===== src/rtl/pipo_rr_arbiter.sv =====
// Round-robin arbiter loading one shared parallel-in/parallel-out register.
// Define ARB_HOLD_EN to add a HOLD_CYCLES post-load hold state.
module pipo_rr_arbiter #(
  parameter  int N_REQ       = 4,
  parameter  int WIDTH       = 4,
  parameter  int HOLD_CYCLES = 2,
  localparam int IW          = $clog2(N_REQ)
) (
  input  logic                   clk,
  input  logic                   reset,
  input  logic [N_REQ-1:0]       req,
  input  logic [N_REQ*WIDTH-1:0] data_in,
  output logic [N_REQ-1:0]       grant,
  output logic [WIDTH-1:0]       data_out,
  output logic [IW-1:0]          owner,
  output logic                   busy
);

  if (N_REQ < 2 || N_REQ > 8) begin : g_bad_n
    $error("N_REQ must be 2..8");
  end
  if (HOLD_CYCLES < 1 || HOLD_CYCLES > 15) begin : g_bad_hold
    $error("HOLD_CYCLES must be 1..15");
  end

`ifdef ARB_HOLD_EN
  typedef enum logic [1:0] {
    IDLE,
    GRANT,
    HOLD
  } state_t;

  logic [3:0] cnt;
`else
  typedef enum logic [1:0] {
    IDLE,
    GRANT
  } state_t;
`endif

  state_t        state;
  logic [IW-1:0] ptr;
  logic          found;
  logic [IW-1:0] win;
  logic [IW:0]   idx;

  // Search upward from ptr+1, wrapping, so the last winner is tried last.
  always_comb begin
    found = 1'b0;
    win   = '0;
    idx   = '0;
    for (int k = 1; k <= N_REQ; k++) begin
      idx = {1'b0, ptr} + (IW+1)'(k);
      if (idx >= (IW+1)'(N_REQ))
        idx = idx - (IW+1)'(N_REQ);
      if (!found && req[idx[IW-1:0]]) begin
        found = 1'b1;
        win   = idx[IW-1:0];
      end
    end
  end

  always_ff @(posedge clk) begin
    if (reset) begin
      state    <= IDLE;
      grant    <= '0;
      data_out <= '0;
      owner    <= '0;
      busy     <= 1'b0;
      ptr      <= IW'(N_REQ - 1);
`ifdef ARB_HOLD_EN
      cnt      <= '0;
`endif
    end else begin
      unique case (state)
        IDLE: begin
          if (found) begin
            grant    <= N_REQ'(1) << win;
            data_out <= data_in[int'(win)*WIDTH +: WIDTH];
            owner    <= win;
            ptr      <= win;
            busy     <= 1'b1;
            state    <= GRANT;
          end
        end
        GRANT: begin
          grant <= '0;
`ifdef ARB_HOLD_EN
          cnt   <= 4'(HOLD_CYCLES);
          state <= HOLD;
`else
          busy  <= 1'b0;
          state <= IDLE;
`endif
        end
`ifdef ARB_HOLD_EN
        HOLD: begin
          if (cnt <= 4'd1) begin
            cnt   <= '0;
            busy  <= 1'b0;
            state <= IDLE;
          end else begin
            cnt <= cnt - 4'd1;
          end
        end
`endif
        default: begin
          grant <= '0;
          busy  <= 1'b0;
          state <= IDLE;
        end
      endcase
    end
  end

endmodule


===== config.mk =====
export PLATFORM = sky130hd
export DESIGN_NAME = pipo_rr_arbiter
export DESIGN_NICKNAME = d
export VERILOG_FILES = /design/src/rtl/pipo_rr_arbiter.sv
export SDC_FILE = /design/constraint.sdc
export NUM_CORES = 1
export LEC_CHECK = 0
export BUFFER_PORTS_ARGS = -buffer_cell sky130_fd_sc_hd__clkbuf_2
export CORE_MARGIN = 10
export CORE_UTILIZATION = 45
export CTS_CLUSTER_DIAMETER = 40
export DETAILED_ROUTE_END_ITERATION = 16
export PLACE_DENSITY = 0.81
export SLEW_MARGIN = 20
export SYNTH_ARGS = -nofsm -noshare
export SYNTH_HDL_FRONTEND = slang
export SYNTH_SLANG_ARGS = --single-unit

===== constraint.sdc =====
create_clock -name clk -period 1.9 [get_ports clk]
set_input_delay 0.38 -clock clk [delete_from_list [all_inputs] [get_ports clk]]
set_output_delay 0.38 -clock clk [all_outputs]
set_load 0.01 [all_outputs]

* Word level (Yosys, flattened, before mapping)
Index checks and enable logic that the tools add are counted.
Operators by class: bitwise operators 1, add/sub/neg operators 8, muxes and demuxes 20, order comparisons 8, shift operators 2, reduce and logical (&&, ||, !) cells 9
Operator list (number):
- two-way mux 2 bit | 8
- variable part select 16 x 5 -> 4 bit | 1
- greater-or-equal comparator 3 bit (second input constant) | 4
- < comparator 2 x 3 -> 1 bit (second input constant) | 4
- binary-select mux 1 bit (select 2 bit) | 4
- two-way mux 1 bit | 8
- subtractor 2 x 1 -> 2 bit (second input constant) | 4
- adder 2 x 2 -> 3 bit (second input constant) | 2
- << shifter 1 x 2 -> 4 bit (first input constant) | 1
- adder 2 x 1 -> 3 bit (second input constant) | 1
- adder 2 x 3 -> 3 bit (second input constant) | 1
- logical AND 1 bit | 3
- logical NOT 1 bit | 3
- logical NOT 2 bit | 1
- AND reduction 2 bit | 1
- OR reduction 2 bit | 1
- NOT 1 bit | 1
Word-level totals: output and inout bits 11, register bits after elaboration 13, logic and storage cells 53

* Depth between registers and ports, before layout
Gate-level depths: netlist of run 1.
depth after elaboration 16, mapped depth 6, depth with buffers taken out 5

* Worst setup path before layout of run 1
No wires, ideal clock.
kind input to register, start point input port req[3], end point register data_out[1], library setup time 0.066 ns, stages on the path 6, path slack 0.201 ns, arrival time 1.633 ns, buffers on the path 1, path through and2b_1 -> o21ai_1 -> and3_1 -> buf_2 -> mux2_1 -> a21oi_2
On the way: longest elaborated chain between the ends 13
RTL lines:
- start: declaration | RTL line 11 | input logic [N_REQ-1:0] req,
- binary-select mux 1 bit (select 2 bit) | RTL line 56 | if (!found && req[idx[IW-1:0]]) begin
- two-way mux 1 bit (not written as such) | RTL line 56
- two-way mux 1 bit | RTL line 56
- logical NOT 1 bit | RTL line 56
- logical AND 1 bit | RTL line 56
- two-way mux 1 bit | RTL line 56
- logical NOT 1 bit | RTL line 56
- logical AND 1 bit | RTL line 56
- two-way mux 1 bit | RTL line 56
- logical NOT 1 bit | RTL line 56
- logical AND 1 bit | RTL line 56
- two-way mux 2 bit / two-way mux 1 bit (equally long branches) | RTL line 56
- variable part select 16 x 5 -> 4 bit / AND reduction 2 bit (equally long branches)
- end signal: assignment | RTL line 79 | data_out <= data_in[int'(win)*WIDTH +: WIDTH];
- end: declaration | RTL line 14 | output logic [WIDTH-1:0] data_out,
Parallel ways exist; a longest one is shown, timed or not. The select of a mux whose other input is x is not followed. A chain may end at the register's enable or synchronous reset.

* Worst setup path in the final report of run 1
start point register ptr[1], end point register data_out[3]
On the way: longest elaborated chain between the ends 16
RTL lines:
- start: declaration | RTL line 42 | logic [IW-1:0] ptr;
- start signal: assignment | RTL line 70 | ptr <= IW'(N_REQ - 1);
- start signal: assignment | RTL line 81 | ptr <= win;
- adder 2 x 1 -> 3 bit | RTL line 53 | idx = {1'b0, ptr} + (IW+1)'(k);
- greater-or-equal comparator 3 bit / subtractor 2 x 1 -> 2 bit (equally long branches) | RTL line 54, 55
- two-way mux 2 bit | RTL line 54 | if (idx >= (IW+1)'(N_REQ))
- binary-select mux 1 bit (select 2 bit) | RTL line 56
- two-way mux 1 bit (not written as such) | RTL line 56
- two-way mux 1 bit | RTL line 56
- logical NOT 1 bit | RTL line 56
- logical AND 1 bit | RTL line 56
- two-way mux 1 bit | RTL line 56
- logical NOT 1 bit | RTL line 56
- logical AND 1 bit | RTL line 56
- two-way mux 1 bit | RTL line 56
- logical NOT 1 bit | RTL line 56
- logical AND 1 bit | RTL line 56
- two-way mux 2 bit / two-way mux 1 bit (equally long branches) | RTL line 56
- variable part select 16 x 5 -> 4 bit / AND reduction 2 bit (equally long branches)
Parallel ways exist; a longest one is shown, timed or not. The select of a mux whose other input is x is not followed.

==> reports/qor.txt, run 1 <==
outcome -> completed
cell with the most instances after synthesis -> nor2_1
VDD IR max -> 639 uV
Yosys top cell area share -> 35.9%
syn nets -> 100
Mean Syn Cell Area -> 9.29 um2
Final GP Congestion -> 0.784
Rel. slew slack -> 61.5%
HP Class -> in -> reg
Max Slew Vio Count -> 0
final non-filler cell total -> 132
leakage -> 0.437 nW
post-cts sizing count -> 0
Yosys Warn Count -> 0
worst path required time -> 2.06 ns
Ports -> 33
Worst Max-Slew Pin Slew -> 0.575 ns
Syn Inst Count -> 78
FF-to-FF setup slack -> 0.25 ns
# diodes -> 0
CTS sink count -> 13
Die H -> 60.1 um
crit path DAT -> 1.82 ns
setup bufs post-CTS -> 0
hold-fix buffer count after cts -> 0
Core ar. -> 1510 um2
Final Skew -> 0.000474 ns
total grt overflow -> 0
DR WL/cell -> 14.7 um
CP Class -> reg -> reg
setup TNS -> 0 ns
largest net degree at the start of global routing -> 11
most area-consuming cells after synthesis -> dfxtp_1 (36%), nor2_1 (7.3%), mux2_4 (6.2%)
share of cells above drive strength 1 -> 47.4%
Inserted Clock Buffers -> 3
placed insts -> 128
Clk Latency, worst-skew pair -> 0.28 ns
Longest Clk Path Bufs -> 2
initial antenna violation count -> 0
Critical Path Source Type -> register
Routed Antenna Nets -> 0
post-layout min period -> 1.65 ns
row cnt -> 14
GRT Util Overall -> 11.3%
CP endpoint kind -> register
CP max stage cell -> or3b_1
final hold violation count -> 0
Tot Pwr -> 735 uW
Fmax achieved -> 605 MHz
Post-DP HPWL -> 1610 um
Pwr Density -> 778 nW/um2
cell taking the most area after synthesis -> dfxtp_1
hold path start -> reset
CTS clk-pin slew, worst paths -> 0.08 ns
routed via count -> 706
Worst R2R Start -> ptr[1]
vias in the first global route -> 725
First-pass DRT Iterations -> 4
synth cell count leaders -> nor2_1 (14), dfxtp_1 (13), a21oi_1 (4), a21oi_2 (4), a22oi_1 (4)
IO buf count -> 32
Setup violations, final -> 0
Remaining DRCs -> 0
Synth-to-Final Area Change -> 30.4%
Yosys reg bits -> 13
Synth async-reset ratio -> 0%
max_cap viols -> 0
die area -> 3620 um2
CTS tree -> yes
crit path cell chain -> or3b_1 -> o221a_2 -> mux2_4 -> a21oi_2 -> a211oi_2
Die W -> 60.1 um
count of flip-flops with a built-in enable after synthesis -> 0
biggest cell delay along the critical path -> 0.40 ns
Syn Std Cell Area -> 724 um2
worst setup path start -> ptr[1]
Final Cycle Share -> 87.0%
top_reg_cell synth -> dfxtp_1
Critical Path Fanout Max -> 9
first-pass GRT wire length -> 3210 um
Min Hold Slack -> 0.418 ns
synth unique cells -> 34
H-Tree Depth -> 1
root buf cell -> clkbuf_4
sequential share of the synthesized area -> 35.9%
WL final -> 1950 um
RSZ-0062 raised after global routing -> false
initial DRC count -> 17
Initial Utilization -> 48.1%
Nets -> 139
via-per-instance ratio -> 5.35
-- worst paths after layout --
path / endpoint / depth (start not counted)
worst max register to register: data_out[3] / 5
worst max-delay path: data_out[3] / 5
worst min register to register: owner[1] / 2
worst min-delay path: data_out[0] / 2
-- sequential cells by signal (all words and copies together) (netlist names) --
signal	count
data_out	4
owner	2
state	1
grant	4
ptr	2
-- layout make-up --
| type | instances | area [um2] |
|---|---|---|
| Sequential cell | 13 | 260 |
| Multi-Input combinational cell | 60 | 429 |
| Tap cell | 16 | 20.0 |
| Timing Repair Buffer | 38 | 205 |
| Fill cell | 132 | 562 |
| Inverter | 1 | 3.75 |
| Clock buffer | 4 | 26.3 |
-- metal layers --
metal  up-vias  routed length [um]  global-route usage (%)
met2        15                1060                    19.6
met3         2                 156                    5.93
met4         0                  15                    2.88
met1       326                 714                    11.6
li1        363                   -                       -
met5         -                   0                       0
-- critical path: cells and delay by family (launching register included) --
family | cells | cell delay (ns)
flip-flops | 1 | 0.35
AND/OR/NAND/NOR | 1 | 0.40
AO/OA/AOI/OAI | 3 | 0.45
multiplexers | 1 | 0.33
-- through the flow --
stage          worst slack (ns)  cell area [um2]  utilization (%)
2_1_floorplan             0.201              724                -
3_3_place_gp              0.122              918             61.0
3_5_place_dp             0.0873              918             61.0
4_1_cts                   0.247              945             62.7
5_1_grt                   0.172              945             62.7
6_report                  0.247              945             62.7
-- cell families (layout without fill, tap and decap cells) --
| kind of cell | count (synthesis) | count (layout) | share of synthesized area [%] |
|---|---|---|---|
| muxes | 5 | 5 | 9.15 |
| buffers and inverters | 5 | 43 | 4.83 |
| and+or+nand+nor | 29 | 29 | 20.0 |
| DFF | 13 | 13 | 35.9 |
| AOI/OAI and AO/OA | 26 | 26 | 30.1 |
-- power breakdown --
| part | switching (mW) | leakage (nW) | internal [mW] | total, mW |
|---|---|---|---|---|
| Sequential | 0.0161 | 0.108 | 0.301 | 0.317 |
| Combinational | 0.127 | 0.315 | 0.117 | 0.244 |
| Clock | 0.0920 | 0.0150 | 0.0816 | 0.174 |
| Total | 0.235 | 0.437 | 0.500 | 0.735 |
-- placed cells by master (no fill, tap or decap), types with 2 or more instances in the layout --
cell type / instances
a211oi_2: 3
a21oi_1: 4
clkbuf_4: 3
nor2_1: 14
clkbuf_2: 32
a22oi_1: 4
nand2_1: 3
o21ai_1: 2
nand2b_1: 2
nor3_1: 2
dfxtp_1: 13
mux2_4: 3
a21oi_2: 4
buf_4: 6
(Power assumes the default switching activity.)
==> run 2, diff against run 1 <==
Settings changed: ABC_AREA set to 1, BUFFER_PORTS_ARGS -buffer_cell sky130_fd_sc_hd__clkbuf_2 to not set, CORE_UTILIZATION 45 to 61, DONT_BUFFER_PORTS set to 1.
==> run 2 against run 1 <==
Compared with the run above:
- final cell count rose by 33%
- sequential power rose by 69%
- highest routed layer unchanged
- routed wire length rose by 38%
- total power rose to 3.8 times the previous value
- final area rose by 21%
- synthesized cell count rose by 92%
==> reports/qor.txt, run 2 <==
leakage -> 0.574 nW
Clk Latency, worst-skew pair -> 0.29 ns
Max Slew Vio Count -> 0
WL final -> 2680 um
synth cell count leaders -> nand2_1 (49), nand3_1 (21), dfxtp_1 (13)
Pwr Density -> 2430 nW/um2
Synth-to-Final Area Change -> 14.6%
CTS tree -> yes
Tot Pwr -> 2.78 mW
HP Class -> in -> reg
CP endpoint kind -> register
cell taking the most area after synthesis -> dfxtp_1
count of flip-flops with a built-in enable after synthesis -> 0
worst hold path cell count -> 1
Remaining DRCs -> 0
Routed Antenna Nets -> 0
Ports -> 33
initial DRC count -> 31
synth unique cells -> 21
Critical Path Source Type -> register
Longest Clk Path Bufs -> 2
H-Tree Depth -> 1
Mean Syn Cell Area -> 6.65 um2
First-pass DRT Iterations -> 4
metal2 WL -> 1340 um
Levels on crit path -> 14
share of cells above drive strength 1 -> 32.1%
post-layout min period -> 1.82 ns
DR WL/cell -> 15.3 um
Synth async-reset ratio -> 0%
combinational family with the most area after synthesis -> simple AND/OR/NAND/NOR gates
RSZ-0062 raised after global routing -> true
xor and xnor area share after synthesis -> 0%
CP bufs+invs -> 2
IO buf count -> 0
GRT Util Overall -> 12.6%
Setup violations, final -> 0
first-pass GRT wire length -> 3660 um
row cnt -> 14
Yosys top cell area share -> 26.1%
crit path DAT -> 2.00 ns
CTS sink count -> 13
routed wl met3 -> 324 um
most frequent cells in the layout -> nand2_1 (41), nand3_1 (21), nand2_2 (14), nor2_1 (12)
CP Class -> reg -> reg
total grt overflow -> 0
syn nets -> 172
root buf cell -> clkbuf_4
outcome -> completed
CP dominant cell by count -> nand2_4
Top delay family on crit path -> simple AND/OR/NAND/NOR gates
Nets -> 182
die area -> 3650 um2
Fmax achieved -> 549 MHz
Adder-Cell Fraction of Synth Area -> 0%
sequential share of the synthesized area -> 26.1%
vias in the first global route -> 868
biggest regs -> data_out: 4 flops, grant: 4 flops
Post-DP HPWL -> 1870 um
top_reg_cell synth -> dfxtp_1
most area-consuming cells after synthesis -> dfxtp_1 (26%), nand2_1 (18%), nand3_1 (11%)
Syn Inst Count -> 150
Worst R2R Start -> ptr[0]
Final GP Congestion -> 0.805
hold path start -> reset
Inserted Clock Buffers -> 3
Post-Synth Simple-Gate Area -> 54.5%
# diodes -> 0
mux share of post-synthesis cell area -> 0%
Critical Path Fanout Max -> 9
top routing layer used -> met4
biggest cell delay along the critical path -> 0.37 ns
Initial Utilization -> 65.4%
Synth Area in Compound Gates -> 8.66%
worst setup path start -> ptr[0]
Worst Max-Slew Pin Slew -> 0.214 ns
Finished Cell Area -> 1140 um2
hold-fix buffer count after cts -> 0
Final Skew -> 0.00991 ns
Metal-1 WL -> 984 um
cell with the most instances after synthesis -> nand2_1
crit path cell chain -> buf_8 -> nand2_2 -> nand2_2 -> nand2_4 -> nand2_4 -> nor2_4 -> nand3_4 -> nand2_4 -> nand2_8 -> buf_6 -> nand3_1 -> nand3_1 -> nor2_1 -> nor2_1
R2R cell count -> 14
via-per-instance ratio -> 5.54
Die H -> 60.4 um
dpl cell area -> 976 um2
worst path required time -> 2.08 ns
Syn Std Cell Area -> 997 um2
routed via count -> 970
CP max stage cell -> dfxtp_4
final hold violation count -> 0
Rel. slew slack -> 85.7%
VDD IR max -> 1200 uV
initial antenna violation count -> 0
CTS clk-pin slew, worst paths -> 0.07 ns
Yosys Warn Count -> 0
Yosys reg bits -> 13
Core ar. -> 1520 um2
commonest non-fill, non-tap cell in the layout -> nand2_1
largest net degree at the start of global routing -> 14
Die W -> 60.4 um
Final Cycle Share -> 95.9%
max_cap viols -> 0
[run 2: cell count changes in the layout (fill, tap and decap cells not counted), sizes merged, moves of 2 or more]
cell    before  now
nand2        3   65
nor3         2    0
or2          2    0
buf          6    9
nand2b       2    0
inv          1   15
o211ai       0    2
a22oi        4    0
mux2         4    0
nand3        1   23
a211oi       3    0
clkbuf      36    3
a31oi        2    0
[run 2: layout make-up]
class | count | area [um2]
Clock inverter | 1 | 5.00
Inverter | 15 | 63.8
Fill cell | 137 | 382
Clock buffer | 3 | 22.5
Timing Repair Buffer | 9 | 78.8
Sequential cell | 13 | 268
Multi-Input combinational cell | 118 | 684
Tap cell | 16 | 20.0
[run 2: repair_timing]
action / in CTS / in global routing
setup buffers: 0 / 9
resized for setup: 0 / 25
endpoints found under the hold margin: 0 / 0
endpoints found under the setup margin: 0 / 7
[run 2: report_power, final]
| group | switching [mW] | internal (mW) |
|---|---|---|
| clock | 0.0970 | 0.0783 |
| combinational | 1.26 | 0.808 |
| sequential | 0.139 | 0.397 |
| total | 1.49 | 1.28 |
[run 2: logic make-up (layout without fill, tap and decap cells)]
| kind of cell | count (synthesis) | count (layout) |
|---|---|---|
| AOI/OAI and AO/OA | 14 | 14 |
| buffers and inverters | 19 | 28 |
| and+or+nand+nor | 104 | 104 |
| DFF | 13 | 13 |
[run 2: path summary, 6_finish.rpt]
path / end / slack, ns
worst min-delay path: owner[0] / 0.16
worst max register to register: data_out[3] / 0.08
worst max-delay path: data_out[3] / 0.08
worst min register to register: owner[1] / 0.52
[run 2: stage by stage]
stage / TNS, ns / setup WS, ns / util (%) / hold slack (ns) / std cells
floorplan: 0 / 0.188 / - / 0.449 / 150
global placement: 0 / 0.126 / 64.0 / 0.453 / 163
detailed placement: 0 / 0.0741 / 64.0 / 0.454 / 163
CTS: 0 / 0.0591 / 65.8 / 0.150 / 167
global route: -0.0582 / -0.0482 / 75.0 / 0.143 / 175
finish: 0 / 0.0782 / 75.0 / 0.157 / 175
[run 2: metal layers]
metal  up-vias  GRT usage [%]
li1        495              -
met1       433           14.1
met2        35           19.1
met3         7           8.35
met4         0           3.76
met5         -              0
